$ cat src/rtl/axis_packet_arbiter.sv
// axis_packet_arbiter
// Round-robin arbiter that shares one AXI stream output between NUM_PORTS
// sources. The arbiter grants whole packets: the winner keeps the output from
// its first beat until the tlast beat is accepted. Nothing is buffered, so the
// selected source is wired straight through to the output.

module axis_packet_arbiter #(
   parameter int NUM_PORTS       = 4,
   parameter int AXIS_DATA_WIDTH = 32
) (
   input  logic                                 clk,
   input  logic                                 rst,
   input  logic [NUM_PORTS-1:0]                 i_enable,
   input  logic [NUM_PORTS-1:0]                 i_axis_in_tuser,
   input  logic [NUM_PORTS-1:0]                 i_axis_in_tvalid,
   output logic [NUM_PORTS-1:0]                 o_axis_in_tready,
   input  logic [NUM_PORTS-1:0]                 i_axis_in_tlast,
   input  logic [NUM_PORTS*AXIS_DATA_WIDTH-1:0] i_axis_in_tdata,
   output logic                                 o_axis_out_tuser,
   output logic                                 o_axis_out_tvalid,
   input  logic                                 i_axis_out_tready,
   output logic                                 o_axis_out_tlast,
   output logic [AXIS_DATA_WIDTH-1:0]           o_axis_out_tdata,
   output logic [NUM_PORTS-1:0]                 o_grant,
   output logic                                 o_busy,
   output logic [31:0]                          o_pkt_count
);

   localparam int PTR_W = (NUM_PORTS > 1) ? $clog2(NUM_PORTS) : 1;

   typedef enum logic {
      IDLE  = 1'b0,
      GRANT = 1'b1
   } state_t;

   state_t               state_q, state_d;
   logic [NUM_PORTS-1:0] grant_q, grant_d;
   logic [PTR_W-1:0]     owner_q, owner_d;
   logic [PTR_W-1:0]     lastServed_q, lastServed_d;
   logic [31:0]          pktCount_q, pktCount_d;

   logic [NUM_PORTS-1:0] req;
   logic                 reqFound;
   logic [PTR_W-1:0]     winner;
   logic [PTR_W-1:0]     candIdx;
   logic                 beatXfer;

   // Round-robin search: first enabled requester after the last-served port, wrapping around.
   always_comb begin
      req      = i_axis_in_tvalid & i_enable;
      reqFound = 1'b0;
      winner   = '0;
      candIdx  = '0;
      for (int i = 1; i <= NUM_PORTS; i++) begin
         candIdx = PTR_W'((int'(lastServed_q) + i) % NUM_PORTS);
         if (!reqFound && req[candIdx]) begin
            reqFound = 1'b1;
            winner   = candIdx;
         end
      end
   end

   // Zero-latency mux from the granted source to the output; everything is quiet without a grant.
   always_comb begin
      o_axis_out_tvalid = 1'b0;
      o_axis_out_tuser  = 1'b0;
      o_axis_out_tlast  = 1'b0;
      o_axis_out_tdata  = '0;
      o_axis_in_tready  = '0;
      if (state_q == GRANT) begin
         o_axis_out_tvalid         = i_axis_in_tvalid[owner_q];
         o_axis_out_tuser          = i_axis_in_tuser[owner_q];
         o_axis_out_tlast          = i_axis_in_tlast[owner_q];
         o_axis_out_tdata          = i_axis_in_tdata[int'(owner_q)*AXIS_DATA_WIDTH +: AXIS_DATA_WIDTH];
         o_axis_in_tready[owner_q] = i_axis_out_tready;
      end
   end

   assign beatXfer = o_axis_out_tvalid & i_axis_out_tready;

   // Next-state logic: arbitrate in IDLE, hold the grant until the tlast beat is accepted.
   always_comb begin
      state_d      = state_q;
      grant_d      = grant_q;
      owner_d      = owner_q;
      lastServed_d = lastServed_q;
      pktCount_d   = pktCount_q;
      unique case (state_q)
         IDLE: begin
            if (reqFound) begin
               state_d = GRANT;
               grant_d = NUM_PORTS'(1) << winner;
               owner_d = winner;
            end
         end
         GRANT: begin
            if (beatXfer && o_axis_out_tlast) begin
               state_d      = IDLE;
               grant_d      = '0;
               lastServed_d = owner_q;
               pktCount_d   = pktCount_q + 32'd1;
            end
         end
         default: begin
            state_d = IDLE;
            grant_d = '0;
         end
      endcase
   end

   // State registers; reset hands port 0 first priority by pointing last-served at the top port.
   always_ff @(posedge clk or posedge rst) begin
      if (rst) begin
         state_q      <= IDLE;
         grant_q      <= '0;
         owner_q      <= '0;
         lastServed_q <= PTR_W'(NUM_PORTS - 1);
         pktCount_q   <= '0;
      end else begin
         state_q      <= state_d;
         grant_q      <= grant_d;
         owner_q      <= owner_d;
         lastServed_q <= lastServed_d;
         pktCount_q   <= pktCount_d;
      end
   end

   assign o_grant     = grant_q;
   assign o_busy      = (state_q == GRANT);
   assign o_pkt_count = pktCount_q;

endmodule

$ cat config.mk
export PLATFORM = sky130hd
export DESIGN_NAME = axis_packet_arbiter
export DESIGN_NICKNAME = d
export VERILOG_FILES = /design/src/rtl/axis_packet_arbiter.sv
export SDC_FILE = /design/constraint.sdc
export NUM_CORES = 1
export LEC_CHECK = 0
export BUFFER_PORTS_ARGS = -buffer_cell sky130_fd_sc_hd__buf_2
export CAP_MARGIN = 20
export CORE_MARGIN = 4
export CORE_UTILIZATION = 38
export DETAILED_ROUTE_END_ITERATION = 7
export GPL_ROUTABILITY_DRIVEN = 0
export PLACE_DENSITY = 0.81
export SLEW_MARGIN = 20
export SYNTH_ARGS = -nofsm -noshare
export SYNTH_HDL_FRONTEND = slang
export SYNTH_SLANG_ARGS = --single-unit
$ cat constraint.sdc
create_clock -name clk -period 1.84 [get_ports clk]
set_input_delay 0.46 -clock clk [delete_from_list [all_inputs] [get_ports clk]]
set_output_delay 0.46 -clock clk [all_outputs]
set_load 0.03 [all_outputs]
==> flow_summary.toml <==
[synthesis]
synthCells = 278
synth_cell_types = 44
syn_area_sq_um = 3120
synth-edff-count = 0
yosys_warnings = 0
synth_top_area_cell = "dfrtp_1"
ys_seq_elements = 41
synth_nets = 426
async_flop_share_pct = 100
syn_area_per_cell_sq_um = 11.2
ys_seq_area_share_pct = 33.0
yosysTopAreaCellShare_pct = 31.3
synthTopCellsByArea = "dfrtp_1 (31%), mux4_2 (25%), and2_1 (7.8%)"
synth-main-ff-cell = "dfrtp_1"

[route]
met2_length_um = 6630
antenna_left = 0
routed_via_density = 5.38
routed_wirelength_um = 12100
drtIter0Drc = 124
route.detailed.drc = 0
met3WireLength_um = 836
detail_route.wl_per_cell_um = 19.0
first_pass_iters = 4
wl_met1_um = 4300
vias = 3408
top_layer = "met4"

[grt]
grt_max_degree = 34
grt.overflow.total = 0
grt_pass1_wl_um = 18800
first_global_vias = 3790
grt_use_total_pct = 24.4
antenna_found_initial = 2

[layout]
finish.net_count = 677
final_cells = 634
layout_commonest_cell = "buf_2"
fillCellCount = 598
drive_gt1_share_pct = 74.2
seqCellArea_sq_um = 1030
final_area_sq_um = 5410
area_delta_synth_final_pct = 73.7
multi_input_comb_area_sq_um = 2350
layout_common_cells = "buf_2 (185), buf_6 (48), and2_4 (37)"

[floorplanning]
die_w_um = 98.5
die-area_sq_um = 9710
pin_count = 223
start_util_pct = 39.7
core_sq_um = 7850
placementRows = 32
die_h_um = 98.5

[worst_setup_path]
worstSetupPathType = "reg2out"
cp.required_ns = 1.38
cp_max_fo = 6
cp-start-kind = "flop"
reg2reg_from = "owner_q[0]"
r2r-end = "o_pkt_count[29]"
endpoint_kind = "output port"
cp-startpoint = "owner_q[0]"
rr_worst_depth = 9
arrival_ns = 1.75
reg2reg_slack_ns = -0.26

[sta]
fmax_mhz = 452
fin_ws_ns = -0.371
maxSlewHeadroom_pct = 69.5
rsz0062_at_grt = "yes"
fin_skew_ns = 0.00730
fin_crit_sh_pct = 120
slew_viol_final = 0
timing.hold.ws_ns = 0.137
setup_viol = 68
finalSetupTns_ns = -15.36
period_needed_ns = 2.21
worstMarginPinSlew_ns = 0.455
hold_violations = 0

[worst_hold_path]
min_path_type = "in2async"

[clocking]
cts_root_buf = "clkbuf_8"
cts_buffers = 5
cts_tree = "done"
clk_latency_ns = 0.29
htree_levels = 2
clock-sinks = 41
clk_pin_slew_ns = 0.07
clk_path_buf_depth = 2

[pwr]
p_int_mw = 4.45
vdd.ir_drop.worst_mv = 1.08
power_density_nw_per_um2 = 1410
swShare_pct = 41.9
total_leakage_power_nw = 2.67
pwr-share-comb_pct = 74.0
p_clk_share_pct = 9.7
finalPower_mw = 7.65
power_frac_seq_pct = 16.3
p_sw_mw = 3.21

[placement]
portBuffers = 222
placed_cells = 607
dp_hpwl_um = 9160
placed_cell_area_sq_um = 4570

[status]
status = "finished with violations"
violations = "setup timing"

[run]
cap_violations = 0
per-layer routing:
metal	vias up	global-route usage (%)
li1	1545	-
met1	1678	28.0
met2	167	44.7
met3	18	4.81
met4	0	9.03
met5	-	0
state kept, by name, summed over array words and instances (netlist names):
signal / cells
o_pkt_count: 32
o_busy: 1
o_grant: 4
lastServed_q: 2
owner_q: 2
metrics by stage:
step	worst slack, ns	utilization [%]
after floorplan	-0.0152	-
after global placement	-0.116	58.3
after detailed placement	-0.156	58.3
after CTS	-0.398	66.3
after global routing	-0.459	68.9
final	-0.371	68.9
power groups by stage:
stage          registers, mW  logic [mW]  clock network, mW
2_1_floorplan           1.34        3.10                  0
3_3_place_gp            1.26        4.18                  0
3_5_place_dp            1.27        4.26                  0
4_1_cts                 1.23        5.48              0.759
5_1_grt                 1.28        5.99              0.807
6_report                1.25        5.66              0.742
what timing repair did:
action,in CTS,in global routing
setup endpoints to repair,44,78
hold buffers,0,0
gates cloned,4,1
gates resized for setup,112,45
buffers inserted,9,6
pin swaps,40,23
hold endpoints to repair,0,0
critical path, stage by stage (launching register included):
cell and delay [ns]:
dfrtp_2 0.41, buf_6 0.14, buf_12 0.13, mux4_2 0.50, and2_4 0.15, buf_6 0.13
logic make-up (layout without fill, tap and decap cells):
family | after synthesis | after routing | share of synthesized area [%]
AOI/OAI and AO/OA | 19 | 19 | 4.62
xor gates and xnor gates | 31 | 31 | 8.96
adders and majority gates | 1 | 1 | 0.402
buffers and inverters | 21 | 271 | 2.85
DFF | 41 | 41 | 33.0
muxes | 37 | 37 | 26.0
other | 0 | 2 | 0
and+or+nand+nor | 128 | 130 | 24.1
cell type report:
| class | count | share of cell area [%] |
|---|---|---|
| clock inverters | 1 | 0.555 |
| repair buffers | 257 | 32.4 |
| flip-flops and latches | 41 | 19.1 |
| clock buffers | 7 | 1.60 |
| well taps | 102 | 2.36 |
| diodes | 2 | 0.0925 |
| inverters | 6 | 0.416 |
| multi-input cells | 218 | 43.5 |
cells in the mapped netlist (3+ instances only):
| master | instances |
|---|---|
| a32o_1 | 3 |
| and4_1 | 4 |
| xnor2_1 | 25 |
| clkbuf_1 | 8 |
| inv_1 | 6 |
| xor2_1 | 5 |
| and3_1 | 5 |
| and2_1 | 39 |
| nand3_1 | 17 |
| o21ai_0 | 4 |
| nand4_1 | 9 |
| buf_2 | 5 |
| nor3_1 | 4 |
| nor2_1 | 12 |
| mux4_2 | 35 |
| nand2_1 | 27 |
| dfrtp_1 | 39 |
how the worst max path moves through the flow:
| stage | to | slack [ns] | cells after the start |
|---|---|---|---|
| final | o_axis_out_tdata[29] | -0.37 | 5 |
| after floorplan | o_axis_out_tdata[10] | -0.02 | 4 |
| after detailed placement | o_axis_out_tdata[22] | -0.16 | 4 |
| after CTS | o_axis_out_tdata[29] | -0.40 | 5 |
| after global placement | o_axis_out_tdata[11] | -0.12 | 4 |
| after global routing | o_axis_out_tdata[13] | -0.46 | 5 |
(Power assumes the default switching activity.)
